## config.mk

```make
export PLATFORM = sky130hd
export DESIGN_NAME = log2_normalizer
export DESIGN_NICKNAME = d
export VERILOG_FILES = /design/src/rtl/log_pkg.sv /design/src/rtl/log2_normalizer.sv
export SDC_FILE = /design/constraint.sdc
export NUM_CORES = 1
export LEC_CHECK = 0
export ABC_AREA = 0
export CAP_MARGIN = 20
export CORE_MARGIN = 8
export CORE_UTILIZATION = 49
export CTS_CLUSTER_SIZE = 10
export DETAILED_ROUTE_END_ITERATION = 10
export GPL_ROUTABILITY_DRIVEN = 0
export PLACE_DENSITY = 0.95
export SYNTH_ARGS = -nofsm -noshare
export SYNTH_HDL_FRONTEND = slang
export SYNTH_SLANG_ARGS = --single-unit
```

## constraint.sdc

```tcl
create_clock -name Clk -period 5.24 [get_ports Clk]
set_clock_uncertainty 0.1 [all_clocks]
set_input_delay 1.048 -clock Clk [delete_from_list [all_inputs] [get_ports Clk]]
set_output_delay 1.048 -clock Clk [all_outputs]
set_load 0.02 [all_outputs]
```

## src/rtl/log_pkg.sv

```systemverilog
// Shared definitions for the log2 input normalizer and the downstream Log10/log2 stage.
package log_pkg;

  typedef enum logic [1:0] {
    IDLE  = 2'd0,
    SHIFT = 2'd1,
    DONE  = 2'd2
  } state_e;

  localparam int LOG_WI = 8;
  localparam int LOG_WF = 32;
  localparam int LOG_WM = 32;

  // Smallest two's-complement width that holds every exponent in -wf..wi-2.
  function automatic int log_min_ew(input int wi, input int wf);
    int res;
    res = 32;
    for (int b = 31; b >= 1; b--) begin
      if ((-(1 << (b - 1)) <= -wf) && (((1 << (b - 1)) - 1) >= (wi - 2))) res = b;
    end
    return res;
  endfunction

endpackage

```

## src/rtl/log2_normalizer.sv

```systemverilog
// Sequential normalizer: shifts a positive WI.WF operand left one bit per cycle
// until its leading one reaches the top magnitude bit, yielding Mant in [1,2) and Exp.
module log2_normalizer
  import log_pkg::*;
#(
  parameter int WI = LOG_WI,
  parameter int WF = LOG_WF,
  parameter int WM = LOG_WM,
  parameter int EW = 7
) (
  input  logic          Clk,
  input  logic          Rst,
  input  logic [WI+WF-1:0] NumIn,
  input  logic          InValid,
  output logic          InReady,
  output logic          OutValid,
  input  logic          OutReady,
  output logic [WM:0]   Mant,
  output logic [EW-1:0] Exp,
  output logic          Zero,
  output logic          Negflow,
  output state_e        dbg_state
);

  localparam int N  = WI + WF;
  localparam int RW = N - 1;
  localparam logic [EW-1:0] EXP_INIT = EW'(WI - 2);
  localparam logic [EW-1:0] EXP_ONE  = EW'(1);

  if (EW < log_min_ew(WI, WF)) begin : g_ew_check
    $error("EW too narrow for exponent range -WF..WI-2");
  end

  // Handshake: input accepted on an edge where InValid && InReady; result
  // consumed on an edge where OutValid && OutReady. No same-cycle bypass.
  state_e          state_q, state_d;
  logic [RW-1:0]   work_q, work_d;
  logic [EW-1:0]   exp_q, exp_d;
  logic            zero_q, zero_d;
  logic            neg_q, neg_d;
  logic            in_ready_q, in_ready_d;
  logic            out_valid_q, out_valid_d;

  always_comb begin
    state_d     = state_q;
    work_d      = work_q;
    exp_d       = exp_q;
    zero_d      = zero_q;
    neg_d       = neg_q;
    in_ready_d  = in_ready_q;
    out_valid_d = out_valid_q;
    case (state_q)
      IDLE: begin
        if (InValid && in_ready_q) begin
          in_ready_d = 1'b0;
          if (NumIn[N-1] || (NumIn == '0)) begin
            // Non-positive operand: flag it and skip normalization entirely.
            work_d      = '0;
            exp_d       = '0;
            neg_d       = 1'b1;
            zero_d      = ~NumIn[N-1];
            state_d     = DONE;
            out_valid_d = 1'b1;
          end else begin
            work_d  = NumIn[N-2:0];
            exp_d   = EXP_INIT;
            neg_d   = 1'b0;
            zero_d  = 1'b0;
            state_d = SHIFT;
          end
        end
      end
      SHIFT: begin
        if (work_q[RW-1]) begin
          state_d     = DONE;
          out_valid_d = 1'b1;
        end else begin
          work_d = {work_q[RW-2:0], 1'b0};
          exp_d  = exp_q - EXP_ONE;
        end
      end
      DONE: begin
        if (OutReady) begin
          state_d     = IDLE;
          out_valid_d = 1'b0;
          in_ready_d  = 1'b1;
        end
      end
      default: begin
        state_d     = IDLE;
        out_valid_d = 1'b0;
        in_ready_d  = 1'b1;
      end
    endcase
  end

  always_ff @(posedge Clk or negedge Rst) begin
    if (!Rst) begin
      state_q     <= IDLE;
      work_q      <= '0;
      exp_q       <= '0;
      zero_q      <= 1'b0;
      neg_q       <= 1'b0;
      in_ready_q  <= 1'b1;
      out_valid_q <= 1'b0;
    end else begin
      state_q     <= state_d;
      work_q      <= work_d;
      exp_q       <= exp_d;
      zero_q      <= zero_d;
      neg_q       <= neg_d;
      in_ready_q  <= in_ready_d;
      out_valid_q <= out_valid_d;
    end
  end

  // Mantissa is the top WM+1 bits of the working register; excess low bits truncate.
  if (WM <= RW - 1) begin : g_mant_trunc
    assign Mant = work_q[RW-1 -: WM+1];
    if (WM < RW - 1) begin : g_low
      logic unused_low_bits;
      assign unused_low_bits = ^work_q[RW-2-WM:0];
    end
  end else begin : g_mant_pad
    assign Mant = {work_q, {(WM + 1 - RW){1'b0}}};
  end

  assign InReady   = in_ready_q;
  assign OutValid  = out_valid_q;
  assign Exp       = exp_q;
  assign Zero      = zero_q;
  assign Negflow   = neg_q;
  assign dbg_state = state_q;

endmodule

```

==> flow_metrics.env <==
export IMPL_ir_worst_vdd_mv=0.236
export IMPL_finalMaxSlewViolations=0
export IMPL_maxCapViolations=0
export IMPL_dp_final_hpwl_um=5030
export IMPL_path_clk_slew_ns=0.09
export IMPL_tightest_slew_ns=0.591
export IMPL_synth_nets=325
export IMPL_arrival_ns=2.92
export IMPL_required_ns=5.32
export IMPL_cts_hold_buf=0
export IMPL_dieArea_um2=8130
export IMPL_drc=0
export IMPL_cp_max_fo=30
export IMPL_cp_slowest_cell="o31ai_4"
export IMPL_drt_pass1_iter_count=4
export IMPL_gr_total_overflow=0
export IMPL_max_freq_mhz=352
export IMPL_netlist_cell_type_count=39
export IMPL_max_stage_delay_ns=0.43
export IMPL_synthXorXnorAreaFrac=0.0130
export IMPL_wl_um=6730
export IMPL_synthFlopType="dfrtp_1"
export IMPL_area_delta_synth_final_pct=29.8
export IMPL_cts_tree="yes"
export IMPL_start_util=0.499
export IMPL_io_buffer_count=89
export IMPL_period_share=0.542
export IMPL_grt_pass1_wl_um=11400
export IMPL_syn_area_per_cell_um2=9.63
export IMPL_antenna_found_initial=0
export IMPL_cts_htree_levels=2
export IMPL_path_cells="clkdlybuf4s50_1 -> nor4_1 -> nand4_1 -> o31ai_4 -> buf_8 -> o211ai_1"
export IMPL_synth_compound_area_frac=0.208
export IMPL_ant_nets=0
export IMPL_setup_viol=0
export IMPL_hold_viol=0
export IMPL_synth_mux_area_fraction=0
export IMPL_status="finished clean"
export IMPL_post_cts_buffers=0
export IMPL_synthSimpleGateAreaFrac=0.123
export IMPL_row_count=27
export IMPL_nets=379
export IMPL_track_usage=0.167
export IMPL_cts_root_buf="clkbuf_8"
export IMPL_cts_sink_count=52
export IMPL_drt_iter0_drc=150
export IMPL_cts_resized=0
export IMPL_crit_type="primary input to flop"
export IMPL_grt_max_degree=53
export IMPL_cts_buffer_depth=2
export IMPL_ys_seq_area_frac=0.483
export IMPL_fp_dieH_um=90.2
export IMPL_vias_per_cell=5.30
export IMPL_ys_ff_latch=52
export IMPL_coreArea_um2=5410
export IMPL_crit_path_end_kind="flop"
export IMPL_finalNonFillerCells=407
export IMPL_io_pins=90
export IMPL_die_w_um=90.2
export IMPL_synth_edff_count=0
export IMPL_p_leak_nw=1.54
export IMPL_rsz0062_at_grt="no"
export IMPL_routedWlPerCell_um=16.5
export IMPL_start_kind="primary input"
export IMPL_p_per_area_nw_per_um2=502
export IMPL_dp_cells=397
export IMPL_synth_warnings=0
export IMPL_numCtsBuffers=5
export IMPL_fin_crit_ns=2.84
export IMPL_synth_fa_ha_area_frac=0.00464
export IMPL_clock_latency_ns=0.30
export IMPL_synthCells=280
export IMPL_slew_limit_headroom=0.606
export IMPL_syn_area_um2=2700
export IMPL_hold_class="flop to flop"
export IMPL_synth_top_family_by_area="compound AO/OA/AOI/OAI gates"
export IMPL_async_flop_share=1.00
export IMPL_layout_drive_gt1_share=0.0716
export IMPL_setup_tns_ns=0
export IMPL_p_total_mw=1.76
export IMPL_num_antenna_cells=0
export IMPL_whs_ns=0.370
export IMPL_vias=2159
export IMPL_grt_pass1_vias=2341
## stage by stage
step,cell area (µm²),util,worst slack [ns]
after floorplan,2700,-,2.88
after global placement,3370,0.623,1.59
after detailed placement,3370,0.623,1.54
after CTS,3460,0.641,1.87
after global routing,3500,0.647,2.28
final,3500,0.647,2.40
## cells in the mapped netlist (all sizes together) (2+ instances only)
library cell / count / area [µm²]
dfrtp: 51 / 1280
buf: 41 / 304
a22oi: 38 / 285
inv: 34 / 128
o21ai: 34 / 170
nand2: 23 / 86.3
nor4: 11 / 75.1
nor2: 7 / 33.8
clkbuf: 5 / 21.3
a21oi: 3 / 15.0
nand3: 3 / 15.0
nor3: 3 / 15.0
nand4: 2 / 12.5
o2111ai: 2 / 17.5
o211ai: 2 / 15.0
or2: 2 / 12.5
xnor2: 2 / 17.5
xor2: 2 / 17.5
## cell type report
cell class                      instances  area (µm²)
Fill cell                             482        1910
Tap cell                               72        90.1
Clock buffer                            6        82.6
Multi-Input combinational cell        148         948
Timing Repair Buffer                   93         936
Sequential cell                        52        1300
Inverter                               34         128
Clock inverter                          2        10.0
## cell usage in the layout, fill, tap and decap left out, types with 3 or more instances in the layout
cell	n
clkdlybuf4s50_1	88
dfrtp_1	51
a22oi_1	38
inv_1	34
o21ai_0	30
nand2_1	23
nor4_1	10
clkbuf_8	6
nor2_1	5
o21ai_1	4
nor3_1	3
nand3_1	3
a21oi_1	3
## worst max-delay path: cells and delay by family
family                 cells  cell delay, ns
AND/OR/NAND/NOR            2            0.67
AO/OA/AOI/OAI              2            0.54
buffers and inverters      2            0.66
## flip-flops by register name (all words and copies together), names as in the netlist
| register | cells |
|---|---|
| OutValid | 1 |
| dbg_state | 2 |
| InReady | 1 |
| work_q | 39 |
| Negflow | 1 |
| Exp | 7 |
| Zero | 1 |
## power by group
group | switching, mW | internal, mW | leakage, nW
Clock | 0.128 | 0.106 | 0.0510
Sequential | 0.142 | 0.555 | 0.677
Combinational | 0.429 | 0.397 | 0.815
Total | 0.699 | 1.06 | 1.54
## worst paths after layout
path	slack [ns]	cells after the start	startpoint	endpoint
worst max-delay path	2.40	6	NumIn[33]	Exp[1]$_DFFE_PN0P_
worst min-delay path	0.37	2	work_q[4]$_DFFE_PN0P_	work_q[5]$_DFFE_PN0P_
worst max register to register	3.18	6	dbg_state[0]$_DFFE_PN0P_	work_q[21]$_DFFE_PN0P_
worst min register to register	0.37	2	work_q[4]$_DFFE_PN0P_	work_q[5]$_DFFE_PN0P_
max in group asynchronous	3.85	2	Rst	work_q[30]$_DFFE_PN0P_
min in group asynchronous	0.64	1	Rst	Exp[4]$_DFFE_PN0P_
## per-layer routing
metal	up-vias	GRT usage	wire [µm]	part of all wire
met3	6	0.0648	508	0.075
met5	-	0	0	0
li1	1054	-	-	-
met1	1020	0.198	2880	0.43
met4	0	0.0374	55	0.0082
met2	79	0.279	3290	0.49
## logic make-up after synthesis
logic type | count (synthesis)
AOI/OAI and AO/OA | 85
and+or+nand+nor | 58
xor gates and xnor gates | 4
buffers and inverters | 80
DFF | 52
adders and majority gates | 1
Power figures use the tool's default switching activity.
